[src/rtl/hazard_control_unit.sv]
// Load-use stall / branch-jump squash controller for the IF/ID and ID/EX registers.
// Control outputs are combinational from state and inputs; state and stall_count are registered.
module hazard_control_unit #(
  parameter int         INSTR_W    = 19,
  parameter int         RD_LSB     = 11,
  parameter int         RS_LSB     = 8,
  parameter int         RT_LSB     = 5,
  parameter logic [1:0] MEM_SEL    = 2'b01,
  parameter int         LOAD_STALL = 1
) (
  input  logic               clk,
  input  logic               reset,
  input  logic [INSTR_W-1:0] IF_ID_instruction,
  input  logic               ID_uses_rs,
  input  logic               ID_uses_rt,
  input  logic               ID_jump,
  input  logic [INSTR_W-1:0] ID_EX_instruction,
  input  logic               ID_EX_reg_write,
  input  logic [1:0]         ID_EX_reg_write_mux,
  input  logic               EX_branch_taken,
  output logic               pc_write,
  output logic               IF_ID_write,
  output logic               IF_ID_flush,
  output logic               ID_EX_flush,
  output logic [15:0]        stall_count
);

  typedef enum logic {RUN, LSTALL} state_t;

  localparam logic [2:0] CNT_INIT = 3'(LOAD_STALL - 1);

  state_t     state, state_nxt;
  logic [2:0] cnt, cnt_nxt;
  logic       stall_inc;
  logic       lu_hazard;

  logic [2:0] ex_rd, id_rs, id_rt;
  assign ex_rd = ID_EX_instruction[RD_LSB +: 3];
  assign id_rs = IF_ID_instruction[RS_LSB +: 3];
  assign id_rt = IF_ID_instruction[RT_LSB +: 3];

  assign lu_hazard = ID_EX_reg_write && (ID_EX_reg_write_mux == MEM_SEL) &&
                     ((ID_uses_rs && (id_rs == ex_rd)) || (ID_uses_rt && (id_rt == ex_rd)));

  always_comb begin
    pc_write    = 1'b1;
    IF_ID_write = 1'b1;
    IF_ID_flush = 1'b0;
    ID_EX_flush = 1'b0;
    stall_inc   = 1'b0;
    state_nxt   = state;
    cnt_nxt     = cnt;
    if (!reset) begin
      pc_write    = 1'b0;
      IF_ID_write = 1'b0;
      IF_ID_flush = 1'b1;
      ID_EX_flush = 1'b1;
      state_nxt   = RUN;
      cnt_nxt     = 3'd0;
    end else begin
      case (state)
        RUN: begin
          if (EX_branch_taken) begin
            IF_ID_flush = 1'b1;
            ID_EX_flush = 1'b1;
          end else if (lu_hazard) begin
            pc_write    = 1'b0;
            IF_ID_write = 1'b0;
            ID_EX_flush = 1'b1;
            stall_inc   = 1'b1;
            if (LOAD_STALL > 1) begin
              state_nxt = LSTALL;
              cnt_nxt   = CNT_INIT;
            end
          end else if (ID_jump) begin
            IF_ID_flush = 1'b1;
          end
        end
        LSTALL: begin
          // EX holds the bubble we inserted, so lu_hazard is not re-checked here.
          if (EX_branch_taken) begin
            IF_ID_flush = 1'b1;
            ID_EX_flush = 1'b1;
            state_nxt   = RUN;
            cnt_nxt     = 3'd0;
          end else begin
            pc_write    = 1'b0;
            IF_ID_write = 1'b0;
            ID_EX_flush = 1'b1;
            stall_inc   = 1'b1;
            cnt_nxt     = cnt - 3'd1;
            if (cnt == 3'd1) state_nxt = RUN;
          end
        end
        default: state_nxt = RUN;
      endcase
    end
  end

  always_ff @(posedge clk or negedge reset) begin
    if (!reset) begin
      state       <= RUN;
      cnt         <= 3'd0;
      stall_count <= 16'h0000;
    end else begin
      state <= state_nxt;
      cnt   <= cnt_nxt;
      if (stall_inc && (stall_count != 16'hFFFF)) stall_count <= stall_count + 16'd1;
    end
  end

endmodule
[config.mk]
export PLATFORM = sky130hd
export DESIGN_NAME = hazard_control_unit
export DESIGN_NICKNAME = d
export VERILOG_FILES = /design/src/rtl/hazard_control_unit.sv
export SDC_FILE = /design/constraint.sdc
export NUM_CORES = 1
export LEC_CHECK = 0
export CORE_MARGIN = 2
export CORE_UTILIZATION = 30
export CTS_CLUSTER_SIZE = 25
export DETAILED_ROUTE_END_ITERATION = 8
export PLACE_DENSITY = 0.61
export SYNTH_ARGS = -nofsm -noshare
export SYNTH_HDL_FRONTEND = slang
export SYNTH_SLANG_ARGS = --single-unit
export TNS_END_PERCENT = 50
[constraint.sdc]
create_clock -name clk -period 2.3 [get_ports clk]
set_clock_uncertainty 0.15 [all_clocks]
set_input_delay 0.345 -clock clk [delete_from_list [all_inputs] [get_ports clk]]
set_output_delay 0.345 -clock clk [all_outputs]
set_load 0.03 [all_outputs]
==> results.cfg, run 1 <==
[clocking]
cts_root_buffer = sky130_fd_sc_hd__clkbuf_8
cts-buffers-inserted = 3
tritoncts = built
path_clk_slew_ns = 0.07
hold_buffers = 0
clk-insertion-delay-late_ns = 0.26
h_tree_level_count = 1
clock_path_buffers = 2
numClockSinks = 20

[floorplan]
design.die.area_sq_mm = 0.00445
io_pins = 67
floorplan.die.width_um = 66.7
die_h_um = 66.7
initial_core_util_pct = 31.7
placeableCoreArea_sq_mm = 0.00372
core.rowCount = 22

[critical_path]
critical_path.startpoint_type = primary input
worst_ep_arrival_time_ns = 2.23
cp_num_buf_inv = 8
worst_setup_path_end_kind = flip-flop
worst_path_dominant_cell_family = buffers and inverters
critPathMostFrequentCell = sky130_fd_sc_hd__buf_4
critPathMaxFanout = 2
critical_path.cell_chain = clkdlybuf4s50_1 > and3b_1 > a21boi_2 > buf_4 > buf_4 > buf_4 > buf_4 > buf_4 > buf_4 > buf_4 > o21ai_1 > xnor2_1
critical-path-slowest-cell = sky130_fd_sc_hd__clkdlybuf4s50_1
cp_data_required_time_ns = 2.33
cp_slowest_stage_delay_ns = 0.45
critical_path_type = primary input to flip-flop

[layout]
num_antenna_cells = 0
finish.utilization_pct = 48.2
layout-drive-gt1-share_pct = 20.8
layout-area-overhead-vs-synth_pct = 51.9
layout.cells.most_common = sky130_fd_sc_hd__clkdlybuf4s50_1
layout.nets = 219
most_used_cells_in_the_layout_excluding_fill_and_tap_cells = sky130_fd_sc_hd__clkdlybuf4s50_1 (24), sky130_fd_sc_hd__xnor2_1 (21), sky130_fd_sc_hd__dfrtp_1 (20), sky130_fd_sc_hd__buf_4 (20), sky130_fd_sc_hd__nand3_1 (10)

[synth]
synth_nets = 162
synth-warning-count = 0
syn_area_per_cell_sq_um = 10.5
synthDominantCellAreaShare_pct = 42.5
synth_cells = 112
post_synth_num_cell_types = 33
ys_seq_elements = 20
library_cell_occupying_the_most_area_in_the_post_synthesis_netlist = sky130_fd_sc_hd__dfrtp_1
syn-cell-area_sq_mm = 0.00118
synth_seq_area_share_pct = 42.5
synth_top_cells_by_area = sky130_fd_sc_hd__dfrtp_1 (42%), sky130_fd_sc_hd__xnor2_1 (16%), sky130_fd_sc_hd__nand3_1 (4.2%)

[timing]
period_minus_slack_ns = 2.21
final-setup-viol-count = 0
max_slew_margin_pct = 77.2
finalCritPeriodShare_pct = 95.9
final_critical_path_setup_slack_ns = 0.0949
slew_at_the_pin_closest_to_its_max_slew_limit_ns = 0.340
fmaxAchievable_mhz = 453
grt_setup_unrepaired = false
holdWs_ns = 0.344
final-max-slew-violation-count = 0
post_route_setup_tns_ns = 0
timing_hold_violations_final = 0

[placed_design]
place.gp.congestion = 0.695
dp_worst_setup_slack_ns = -0.432
post-dp-hpwl_um = 2150
port-buffer-count = 37

[outcome]
run_status = finished, final reports clean

[pwr]
cellLeakagePower_nw = 0.759
ir_drop_mv = 0.262
post_layout_power_mw = 0.843
p_per_area_mw_per_mm2 = 471

[grt]
vias_in_the_first_global_route = 1090
grt_max_degree = 25
global_route_usage_sum_pct = 14.1
grt.overflow.total = 0
grt_antenna_before_repair = 0
grt_first_pass_wirelength_um = 4800

[routing]
drc = 0
wl_per_cell_um = 12.8
vias = 1028
wl_um = 2760
number_of_search_and_repair_iterations_in_the_first_detailed_routing_pass = 4
drtAntennaViolNets = 0
drt_iter0_drc = 35
route.detailed.vias_per_inst = 4.76

[flow_run]
cap_violations = 0

[min_path]
hold_removal_path_class = flip-flop to flip-flop
-- flip-flops by register name, indices dropped and copies added, names as in the netlist --
signal	flops
stall_count	16
cnt	3
state	1
-- cells by family (layout without fill, tap and decap cells) --
kind of cell / after synthesis / in the layout / synth area share, %
multiplexers: 3 / 3 / 2.97
buffers and inverters: 8 / 64 / 3.72
flip-flops: 20 / 20 / 42.5
XOR/XNOR: 21 / 21 / 15.6
AO/OA/AOI/OAI: 9 / 9 / 6.90
adder cells (fa/ha/maj): 3 / 3 / 3.19
AND/OR/NAND/NOR: 48 / 48 / 25.2
-- worst reg2reg max path: cells and delay by family (launching register included) --
family	cells	cell delay, ns
mux	1	0.31
flops	1	0.44
simple gates	3	0.50
fa+ha+maj	1	0.22
compound gates	1	0.15
-- synthesized netlist by cell type --
cell,count
sky130_fd_sc_hd__mux2i_1,2
sky130_fd_sc_hd__nand3_1,10
sky130_fd_sc_hd__o21a_1,2
sky130_fd_sc_hd__nand2b_1,1
sky130_fd_sc_hd__a21oi_1,1
sky130_fd_sc_hd__mux2_4,1
sky130_fd_sc_hd__o21ai_0,1
sky130_fd_sc_hd__o21ai_1,1
sky130_fd_sc_hd__and3b_1,1
sky130_fd_sc_hd__and3_1,6
sky130_fd_sc_hd__nand3b_1,2
sky130_fd_sc_hd__nor2_4,1
sky130_fd_sc_hd__xnor2_1,21
sky130_fd_sc_hd__nand4_1,7
sky130_fd_sc_hd__o21ai_2,1
sky130_fd_sc_hd__nor2_1,6
sky130_fd_sc_hd__buf_4,1
sky130_fd_sc_hd__nand4b_1,1
sky130_fd_sc_hd__nor4b_1,1
sky130_fd_sc_hd__dfrtp_1,20
sky130_fd_sc_hd__nor2b_1,3
sky130_fd_sc_hd__inv_1,4
sky130_fd_sc_hd__buf_2,2
sky130_fd_sc_hd__a21boi_0,1
sky130_fd_sc_hd__nor2b_4,1
sky130_fd_sc_hd__and4_4,1
sky130_fd_sc_hd__ha_1,3
sky130_fd_sc_hd__and4_1,2
sky130_fd_sc_hd__or2b_1,1
sky130_fd_sc_hd__nand2_1,4
sky130_fd_sc_hd__buf_6,1
sky130_fd_sc_hd__a41oi_4,1
sky130_fd_sc_hd__a21o_1,1
-- what timing repair did --
item	4_1_cts	5_1_grt
setup buffers	8	0
resized for setup	15	2
endpoints found under the setup margin	4	3
pin swaps	8	0
-- metal layers --
layer / vias up / wire [um] / track usage, %
met5: - / 0 / 0
met4: 0 / 10 / 2.30
met1: 500 / 1160 / 15.8
met3: 2 / 128 / 4.05
li1: 501 / - / -
met2: 25 / 1460 / 26.4
-- cell type report --
| class | instances | area [sq um] |
|---|---|---|
| sequential | 20 | 500 |
| inverter | 4 | 15.0 |
| tap | 48 | 60.1 |
| clock buffer | 3 | 41.3 |
| multi-input combinational | 84 | 641 |
| timing repair buffer | 56 | 503 |
| clock inverter | 1 | 30.0 |
| fill | 343 | 1930 |
-- worst paths after layout --
check / start / to / slack [ns] / cells after the start
setup / recovery: ID_EX_reg_write_mux[1] / stall_count[12] / 0.09 / 12
max in group asynchronous: reset / stall_count[13] / 1.27 / 3
hold / removal: stall_count[15] / stall_count[15] / 0.34 / 1
min in group asynchronous: reset / stall_count[11] / 0.49 / 3
setup reg to reg: stall_count[0] / stall_count[1] / 0.43 / 6
hold reg to reg: stall_count[15] / stall_count[15] / 0.34 / 1
-- metrics by stage --
| stage | cells | area, sq um |
|---|---|---|
| after floorplan | 112 | 1180 |
| after global placement | 204 | 1660 |
| after detailed placement | 204 | 1660 |
| after CTS | 216 | 1780 |
| after global routing | 216 | 1790 |
| final | 216 | 1790 |
-- report_power, final --
| group | switching [mW] | total (mW) | internal [mW] |
|---|---|---|---|
| clock network | 0.121 | 0.353 | 0.232 |
| logic | 0.0586 | 0.124 | 0.0657 |
| registers | 0.00860 | 0.365 | 0.357 |
| total | 0.188 | 0.843 | 0.655 |
(Power assumes the default switching activity.)
==> run 2: changes to the inputs <==
- HOLD_SLACK_MARGIN: default -> 0.1
- PLACE_DENSITY: 0.61 -> 0.75
==> run 2 against run 1 <==
Combinational power about the same. Die area unchanged. Sequential power about the same. Clock-buffer cell count unchanged. Critical path type is now primary input to output pin. Highest routed layer unchanged.
==> results.cfg, run 2 (synthesis results as in run 1) <==
[grt]
grt.overflow.total = 0
globalRouteMet1Util_pct = 16.0
vias_in_the_first_global_route = 1055
grt_max_degree = 25
grt_antenna_before_repair = 0
use_met2_pct = 27.0
global_route_usage_sum_pct = 14.0
grt.busiest_layer = met2
grt_first_pass_wirelength_um = 4820
grt_met3_use_pct = 2.87

[layout]
layout.nets = 212
num_antenna_cells = 0
layout.cells.most_common = sky130_fd_sc_hd__clkdlybuf4s50_1
layout-drive-gt1-share_pct = 17.4
largest_register_ffs = 16
layout_top_registers = stall_count: 16 flops, cnt: 3 flops, state: 1 flops
largest-register = stall_count
nFillCells = 362
most_used_cells_in_the_layout_excluding_fill_and_tap_cells = sky130_fd_sc_hd__clkdlybuf4s50_1 (24), sky130_fd_sc_hd__xnor2_1 (21), sky130_fd_sc_hd__dfrtp_1 (20)
layout-area-overhead-vs-synth_pct = 47.5

[critical_path]
startpoint = ID_EX_reg_write_mux[1]
worst_r2r_startpoint = stall_count[0]
ff2ff_path_depth = 6
cp_data_required_time_ns = 1.80
crit-reg2reg-capture = stall_count[1]
critPathMaxFanout = 2
reg2reg_slack_ns = 0.44
worst_setup_path_end_kind = output pin
critical_path_type = primary input to output pin
worst_ep_arrival_time_ns = 1.72
critical_path.startpoint_type = primary input

[routing]
drt_iter0_drc = 37
route.detailed.vias_per_inst = 4.89
wl_um = 2810
wl_per_cell_um = 13.5
vias = 1021
drtAntennaViolNets = 0
drc = 0
number_of_search_and_repair_iterations_in_the_first_detailed_routing_pass = 4

[clocking]
cts_root_buffer = sky130_fd_sc_hd__clkbuf_8
tritoncts = built
clock_path_buffers = 2
h_tree_level_count = 1
hold_buffers = 0
path_clk_slew_ns = 0.08
clk-insertion-delay-late_ns = 0.26
cts-buffers-inserted = 3
numClockSinks = 20

[pwr]
p_sw_mw = 0.186
post_layout_power_mw = 0.838
sw_frac_of_total_pct = 22.3
pwr-share-comb_pct = 14.5
p_seq_share_pct = 43.5
p_per_area_mw_per_mm2 = 482
cellInternalPower_mw = 0.651
p_clk_share_pct = 42.0
cellLeakagePower_nw = 0.723
ir_drop_mv = 0.265

[timing]
max_slew_margin_pct = 78.7
slew_at_the_pin_closest_to_its_max_slew_limit_ns = 0.318
grt_setup_unrepaired = false
holdWs_ns = 0.348
timing_hold_violations_final = 0
final-max-slew-violation-count = 0
period_minus_slack_ns = 2.22
fmaxAchievable_mhz = 451
final-setup-viol-count = 0
post_route_setup_tns_ns = 0
finalCritPeriodShare_pct = 96.4

[floorplan]
placeableCoreArea_sq_mm = 0.00372
io_pins = 67
core.rowCount = 22
initial_core_util_pct = 31.7
floorplan.die.width_um = 66.7
design.die.area_sq_mm = 0.00445
die_h_um = 66.7

[min_path]
holdPathStages = 1
hold_path_startpoint = stall_count[6]
hold_path_end = stall_count[6]
hold_removal_path_class = flip-flop to flip-flop

[placed_design]
post-dp-hpwl_um = 2230
port-buffer-count = 37
place.gp.congestion = 0.737

[flow_run]
cap_violations = 0

[outcome]
run_status = finished, final reports clean
run 2: cell types whose count changed in the layout (fill, tap and decap cells not counted):
cell / change
sky130_fd_sc_hd__buf_4: -7
run 2: cell type report:
| class | count | area (sq um) | share of cell area, % |
|---|---|---|---|
| Sequential cell | 20 | 500 | 28.8 |
| Clock inverter | 1 | 30.0 | 1.73 |
| Multi-Input combinational cell | 84 | 641 | 36.9 |
| Timing Repair Buffer | 49 | 450 | 25.9 |
| Clock buffer | 3 | 41.3 | 2.38 |
| Inverter | 4 | 15.0 | 0.864 |
| Tap cell | 48 | 60.1 | 3.46 |
run 2: metrics by stage:
stage / util, % / instances / cell area [sq um] / setup slack, ns
2_1_floorplan: - / 112 / 1180 / 0.338
3_3_place_gp: 44.5 / 204 / 1660 / -0.414
3_5_place_dp: 44.5 / 204 / 1660 / -0.460
4_1_cts: 46.7 / 209 / 1740 / 0.0662
5_1_grt: 46.8 / 209 / 1740 / 0.00377
6_report: 46.8 / 209 / 1740 / 0.0836
run 2: worst max path at each step:
stage	endpoint	slack (ns)	depth (start not counted)
global placement	IF_ID_flush	-0.41	7
detailed placement	IF_ID_flush	-0.46	7
CTS	pc_write	0.07	7
floorplan	stall_count[1]	0.34	6
finish	pc_write	0.08	7
global route	pc_write	0.004	7
run 2: routing by layer:
metal  share of wire, %  vias to the layer above
met5                  0                        -
met4               0.36                        0
met3                4.1                        2
met2                 54                       26
met1                 41                      505
li1                   -                      488
run 2: critical path: stages:
cell	delay (ns)
sky130_fd_sc_hd__clkdlybuf4s50_1	0.45
sky130_fd_sc_hd__and3b_1	0.18
sky130_fd_sc_hd__a21boi_2	0.16
sky130_fd_sc_hd__nor2_2	0.14
sky130_fd_sc_hd__buf_4	0.13
sky130_fd_sc_hd__o21a_1	0.17
sky130_fd_sc_hd__buf_6	0.15
run 2: power by group through the flow:
stage	logic [mW]	registers (mW)	clock network, mW
final	0.121	0.365	0.352
after global routing	0.130	0.366	0.376
after CTS	0.122	0.365	0.361
after detailed placement	0.125	0.372	0
after global placement	0.121	0.371	0
after floorplan	0.0429	0.381	0
run 2: what timing repair did:
item / in CTS / in global routing
gates resized for setup: 16 / 1
setup buffers: 1 / 0
setup endpoints to repair: 4 / 3
pin swaps: 9 / 0
